==> config.mk <==
export PLATFORM = sky130hd
export DESIGN_NAME = vga_timing
export DESIGN_NICKNAME = d
export VERILOG_FILES = /design/src/rtl/vga_timing.sv
export SDC_FILE = /design/constraint.sdc
export NUM_CORES = 1
export LEC_CHECK = 0
export CAP_MARGIN = 20
export CELL_PAD_IN_SITES_DETAIL_PLACEMENT = 1
export CELL_PAD_IN_SITES_GLOBAL_PLACEMENT = 1
export CORE_MARGIN = 3
export CORE_UTILIZATION = 29
export DETAILED_ROUTE_END_ITERATION = 12
export GPL_ROUTABILITY_DRIVEN = 0
export PLACE_DENSITY_LB_ADDON = 0.1
export SYNTH_ARGS = -nofsm -noshare
export SYNTH_HDL_FRONTEND = slang
export SYNTH_SLANG_ARGS = --single-unit
==> constraint.sdc <==
create_clock -name clk -period 1.64 [get_ports clk]
set_input_delay 0.41 -clock clk [delete_from_list [all_inputs] [get_ports clk]]
set_output_delay 0.41 -clock clk [all_outputs]
set_load 0.03 [all_outputs]
==> src/rtl/vga_timing.sv <==
// 640x480 VGA pixel-timing generator: wrapping scan counters (stage 0) feeding
// registered sync, blank and colour outputs (stage 1), all advanced on pix_en.
module vga_timing #(
    parameter int H_ACTIVE = 640,
    parameter int H_FP     = 16,
    parameter int H_SYNC   = 96,
    parameter int H_BP     = 48,
    parameter int V_ACTIVE = 480,
    parameter int V_FP     = 10,
    parameter int V_SYNC   = 2,
    parameter int V_BP     = 33
) (
    input  logic        clk,
    input  logic        reset,
    input  logic        pix_en,
    input  logic [7:0]  i_r,
    input  logic [7:0]  i_g,
    input  logic [7:0]  i_b,
    output logic [11:0] CounterX,
    output logic [11:0] CounterY,
    output logic        frame_start,
    output logic        VGA_HS,
    output logic        VGA_VS,
    output logic        VGA_BLANK_N,
    output logic        VGA_SYNC_N,
    output logic [7:0]  VGA_R,
    output logic [7:0]  VGA_G,
    output logic [7:0]  VGA_B
);

    localparam int H_TOTAL = H_ACTIVE + H_FP + H_SYNC + H_BP;
    localparam int V_TOTAL = V_ACTIVE + V_FP + V_SYNC + V_BP;

    localparam logic [11:0] X_LAST   = 12'(H_TOTAL - 1);
    localparam logic [11:0] Y_LAST   = 12'(V_TOTAL - 1);
    localparam logic [11:0] X_ACT    = 12'(H_ACTIVE);
    localparam logic [11:0] Y_ACT    = 12'(V_ACTIVE);
    localparam logic [11:0] HS_START = 12'(H_ACTIVE + H_FP);
    localparam logic [11:0] HS_END   = 12'(H_ACTIVE + H_FP + H_SYNC);
    localparam logic [11:0] VS_START = 12'(V_ACTIVE + V_FP);
    localparam logic [11:0] VS_END   = 12'(V_ACTIVE + V_FP + V_SYNC);

    logic [11:0] x_q, x_d, y_q, y_d;
    logic        hs_q, hs_d, vs_q, vs_d, blank_n_q, blank_n_d, frame_q, frame_d;
    logic [7:0]  r_q, r_d, g_q, g_d, b_q, b_d;
    logic        active, hs_n, vs_n;

    always_comb begin
        // NOTE: every signal gets a hold default first, so no path leaves one unassigned (no latch).
        x_d       = x_q;
        y_d       = y_q;
        hs_d      = hs_q;
        vs_d      = vs_q;
        blank_n_d = blank_n_q;
        frame_d   = frame_q;
        r_d       = r_q;
        g_d       = g_q;
        b_d       = b_q;

        active = (x_q < X_ACT) && (y_q < Y_ACT);
        hs_n   = !((x_q >= HS_START) && (x_q < HS_END));
        vs_n   = !((y_q >= VS_START) && (y_q < VS_END));

        if (pix_en) begin
            if (x_q == X_LAST) begin
                x_d = '0;
                y_d = (y_q == Y_LAST) ? '0 : y_q + 12'd1;
            end else begin
                x_d = x_q + 12'd1;
            end
            hs_d      = hs_n;
            vs_d      = vs_n;
            blank_n_d = active;
            frame_d   = (x_q == X_LAST) && (y_q == Y_LAST);
            // Colour inputs belong to the current counters, so they share the decode's tick.
            r_d       = active ? i_r : 8'd0;
            g_d       = active ? i_g : 8'd0;
            b_d       = active ? i_b : 8'd0;
        end
    end

    // NOTE: state registers use non-blocking assignments so every flop samples pre-edge values.
    always_ff @(posedge clk) begin
        if (reset) begin
            x_q       <= '0;
            y_q       <= '0;
            hs_q      <= 1'b1;
            vs_q      <= 1'b1;
            blank_n_q <= 1'b0;
            frame_q   <= 1'b0;
            r_q       <= '0;
            g_q       <= '0;
            b_q       <= '0;
        end else begin
            x_q       <= x_d;
            y_q       <= y_d;
            hs_q      <= hs_d;
            vs_q      <= vs_d;
            blank_n_q <= blank_n_d;
            frame_q   <= frame_d;
            r_q       <= r_d;
            g_q       <= g_d;
            b_q       <= b_d;
        end
    end

    assign CounterX    = x_q;
    assign CounterY    = y_q;
    assign frame_start = frame_q;
    assign VGA_HS      = hs_q;
    assign VGA_VS      = vs_q;
    assign VGA_BLANK_N = blank_n_q;
    assign VGA_SYNC_N  = 1'b0;
    assign VGA_R       = r_q;
    assign VGA_G       = g_q;
    assign VGA_B       = b_q;

endmodule

# Yosys cells after proc, flatten, opt, wreduce, memory -nomap -nowiden
# Index checks and enable logic that the tools add are counted.
[word_totals] regBits=52 inputBits=27 output_inout_bits=53 elab_cells=31
[classes] addsub=2 order_cmp=6 n_eq_ne=2 mux=5 reduce_logical=7
[op_table] operator="$add 12x1->12 const B" n=2
[op_table] operator="$eq 12x10->1 const B" n=2
[op_table] operator="$lt 12x10->1 const B" n=2
[op_table] operator="$lt 12x9->1 const B" n=2
[op_table] operator="$mux 12" n=2
[op_table] operator="$mux 8" n=3
[op_table] operator="$ge 12x10->1 const B" n=1
[op_table] operator="$ge 12x9->1 const B" n=1
[op_table] operator="$logic_and 1x1->1" n=4
[op_table] operator="$logic_not 1->1" n=2
[op_table] operator="$reduce_and 2->1" n=1

# Depth between registers and ports, before layout
# Gate-level depths: netlist (run 1).
[depth] word_depth=3 ltp_mapped=7 ltp_nobuf=6

# Worst setup path after synthesis (run 1)
# No wires, ideal clock.
[synth_path] path_type="reg2reg" startpoint="register x_q[0], in the netlist CounterX[0]" endpoint="register y_q[0], in the netlist CounterY[0]" setup_ns=0.128 arrival_time_ns=1.734 t_required_ns=1.512 path_slack_ns=-0.222 stages_incl_launch_ff=7 path_buffers=1 period_less_slack_ns=1.862 path_cell_list="dfxtp_1 ha_1 and4_1 buf_2 nand3_1 o21bai_2 nor2_1"
[synth_between] elab_chain_cells=2
[synth_lines] item="start: declaration" line="43" source="logic [11:0] x_q, x_d, y_q, y_d;"
[synth_lines] item="start signal: assignment" line="85" source="x_q <= '0;"
[synth_lines] item="start signal: assignment" line="95" source="x_q <= x_d;"
[synth_lines] item="$eq 12x10->1" line="65" source="if (x_q == X_LAST) begin"
[synth_lines] item="$reduce_and 2->1 (no source line)"
[synth_lines] item="end signal: assignment" line="96" source="y_q <= y_d;"
[synth_lines] item="end: declaration" line="43"
# Every way passes these cells.
# A chain may end at the register's enable or synchronous reset.

# Worst setup path after layout (run 1)
[layout_path] startpoint="register x_q[0], in the netlist CounterX[0]" endpoint="output CounterX[0]"
[layout_rtl] item="end: declaration" line="19" source="output logic [11:0] CounterX,"
# No word-level cell between the ends.

==> results of run 1 <==
==> cell type report <==
type,count,area [um2]
Sequential cell,52,1060
Multi-Input combinational cell,171,1140
Clock inverter,3,21.3
Inverter,7,26.3
Timing Repair Buffer,116,1040
Fill cell,873,3850
Tap cell,99,124
Clock buffer,5,68.8
==> final timing paths <==
kind | end | cells after the start | start
worst max-delay path | CounterX[0] | 2 | CounterX[0]
worst min-delay path | VGA_VS | 1 | VGA_VS
worst max register to register | CounterY[9] | 4 | CounterX[9]
worst min register to register | VGA_VS | 1 | VGA_VS
==> sequential cells by signal (all words and copies together), names as in the netlist <==
name,count
CounterX,12
CounterY,12
VGA_B,8
VGA_BLANK_N,1
VGA_G,8
VGA_HS,1
VGA_R,8
VGA_VS,1
frame_start,1
==> worst max-delay path, stage by stage (launching register included) <==
cell           delay (ns)
dfxtp_4              0.35
buf_4                0.12
dlygate4sd2_1        0.40
==> cell usage in the layout (no fill, tap or decap), types with 2 or more instances in the layout <==
cell and count:
nor4b_4 2, and4_2 3, dfxtp_2 10, nand3_1 6
a21oi_1 12, clkbuf_2 2, dfxtp_1 40, dfxtp_4 2
and4_1 2, nand2_1 5, or3_1 5, nand4_1 9
ha_1 3, nor3_1 2, xnor2_1 6, buf_4 37
xor2_1 8, nor2_1 45, buf_12 4, a22oi_1 20
and3_1 3, clkbuf_8 5, o21ai_0 5, nor2b_1 5
mux2i_1 2, clkdlybuf4s50_1 25, nor4b_1 2, inv_1 7
dlygate4sd2_1 47
==> cells in the mapped netlist (2+ instances only) <==
cell type,instances
a21oi_1,13
a22oi_1,20
and3_1,3
and4_1,4
and4_2,2
buf_2,4
buf_4,2
clkbuf_1,8
dfxtp_1,52
ha_1,4
inv_1,7
mux2i_1,2
nand2_1,5
nand3_1,7
nand4_1,9
nor2_1,45
nor2b_1,5
nor3_1,3
nor4b_1,3
o21ai_0,6
or3_1,5
xnor2_1,6
xor2_1,8
==> what timing repair did <==
action	in CTS	in global routing
setup buffers	3	1
gates resized for setup	54	15
pin swaps	6	5
endpoints found under the setup margin	62	28
gates cloned	0	0
==> per-stage QoR <==
step	power (mW)	setup slack (ns)
2_1_floorplan	1.53	0.000193
3_3_place_gp	1.73	-0.375
3_5_place_dp	1.74	-0.406
4_1_cts	2.48	0.00125
5_1_grt	2.57	-0.0244
6_report	2.43	0.0617
==> cells by family (layout without fill, tap and decap cells) <==
family                     Yosys count  in the layout  share of synthesized area [%]
xor gates and xnor gates            14             14                           5.52
adders and majority gates            4              4                           2.25
muxes                                2              2                          0.901
and+or+nand+nor                    103            103                           26.1
buffers and inverters               22            131                           4.28
AOI/OAI and AO/OA                   47             47                           14.0
DFF                                 52             52                           46.8
other                                1              1                          0.169
==> routing by layer <==
metal,wire length (um),global-route usage (%),up-vias,share of wire (%)
met5,0,0,-,0
met2,3480,28.6,45,51
met1,3100,20.0,1028,45
met4,60,4.45,0,0.87
li1,-,-,1083,-
met3,229,2.82,5,3.3
==> power groups by stage <==
stage / Combinational (mW) / Clock [mW] / Sequential [mW]
2_1_floorplan: 0.101 / 0 / 1.43
3_3_place_gp: 0.379 / 0 / 1.35
3_5_place_dp: 0.386 / 0 / 1.35
4_1_cts: 0.364 / 0.793 / 1.32
5_1_grt: 0.386 / 0.852 / 1.33
6_report: 0.358 / 0.753 / 1.32
==> impl_metrics.env, run 1 <==
export IMPL_area_growth_pct=56.6
export IMPL_design_area_mm2=0.00348
export IMPL_switching_share_pct=27.1
export IMPL_rsz0062_at_grt="yes"
export IMPL_cp_arrival_ns=1.17
export IMPL_viasPerCell=4.77
export IMPL_cts_root_buf="clkbuf_8"
export IMPL_grt_pass1_wl_um=11400
export IMPL_place_area_mm2=0.00337
export IMPL_async_reset_ff_share_pct=0
export IMPL_p_int_mw=1.77
export IMPL_status="finished clean"
export IMPL_netlist_area_leader_share_pct=46.8
export IMPL_yosysSeqAreaShare_pct=46.8
export IMPL_die_w_um=93.5
export IMPL_fin_crit_sh_pct=96.2
export IMPL_synthesis_nets=276
export IMPL_finalHoldViolCount=0
export IMPL_num_rows=31
export IMPL_io_buffers=78
export IMPL_clkPwrFrac_pct=31.0
export IMPL_die_h_um=93.5
export IMPL_numCtsBuffers=5
export IMPL_yosys_most_used_dff="dfxtp_1"
export IMPL_start_util_pct=30.3
export IMPL_avgSynthCellArea_um2=9.07
export IMPL_worstPathRequired_ns=1.23
export IMPL_synth_cell_types=45
export IMPL_hold_buffers=0
export IMPL_synth_edff_count=0
export IMPL_finalSetupTns_ns=0
export IMPL_dp_final_hpwl_um=5080
export IMPL_p_seq_share_pct=54.3
export IMPL_syn_area_mm2=0.00222
export IMPL_final_cell_count_no_fill=453
export IMPL_power_density_mw_per_mm2=698
export IMPL_maxCapViolCount=0
export IMPL_ys_top_cells_by_area="dfxtp_1 47%, nor2_1 7.6%, a22oi_1 6.8%"
export IMPL_path_clk_slew_ns=0.10
export IMPL_grt_use_total_pct=16.2
export IMPL_grt_pass1_vias=2316
export IMPL_htreeDepth=2
export IMPL_crit_path_end_kind="output pin"
export IMPL_syn_inst=245
export IMPL_skew_ns=0.00942
export IMPL_synth_seq_cells=52
export IMPL_final_layout_size_suffix_gt1_share_pct=22.0
export IMPL_cts_max_path_buffers=2
export IMPL_synth_top_cell_by_area="dfxtp_1"
export IMPL_rrSetupSlack_ns=0.08
export IMPL_drt_iter0_markers=49
export IMPL_grt_max_degree=26
export IMPL_die_area_mm2=0.00875
export IMPL_clock_sinks=52
export IMPL_pwr_share_comb_pct=14.7
export IMPL_hold_class="flop to flop"
export IMPL_antenna_found_initial=0
export IMPL_worstPathMaxFanout=4
export IMPL_drc_errors=0
export IMPL_switching_power_mw=0.660
export IMPL_grt_ovfl_total=0
export IMPL_ir_drop_mv=0.361
export IMPL_ant_nets=0
export IMPL_vias=2161
export IMPL_core_region_area_mm2=0.00733
export IMPL_first_pass_iters=4
export IMPL_leakage_nw=1.55
export IMPL_fin_nets=384
export IMPL_fin_util_pct=47.5
export IMPL_fin_crit_ns=1.58
export IMPL_ios=80
export IMPL_wirelength_um=6880
export IMPL_slew_viol_final=0
export IMPL_placed_cells=441
export IMPL_max_freq_mhz=634
export IMPL_cts_tree="built"
export IMPL_antenna_cells=0
export IMPL_setup_viol=0
export IMPL_insertion_delay_ns=0.31
export IMPL_crit_path_start_kind="flop"
export IMPL_path_class="flop to output pin"
export IMPL_routedWlPerCell_um=15.2
export IMPL_timing_hold_ws_ns=0.480
export IMPL_synth_yosys_warnings=0
Power figures use the tool's default switching activity.
==> run 2: changes to the inputs <==
Settings changed: CAP_MARGIN 20 to 15.
==> results of run 2 <==
Final layout, timing and power as in run 1 (identical DEF).
==> run 3: changes to the inputs <==
Settings changed: CTS_CLUSTER_DIAMETER from default to 40.
==> results of run 3 <==
Final layout, timing and power as in run 1 (identical DEF).
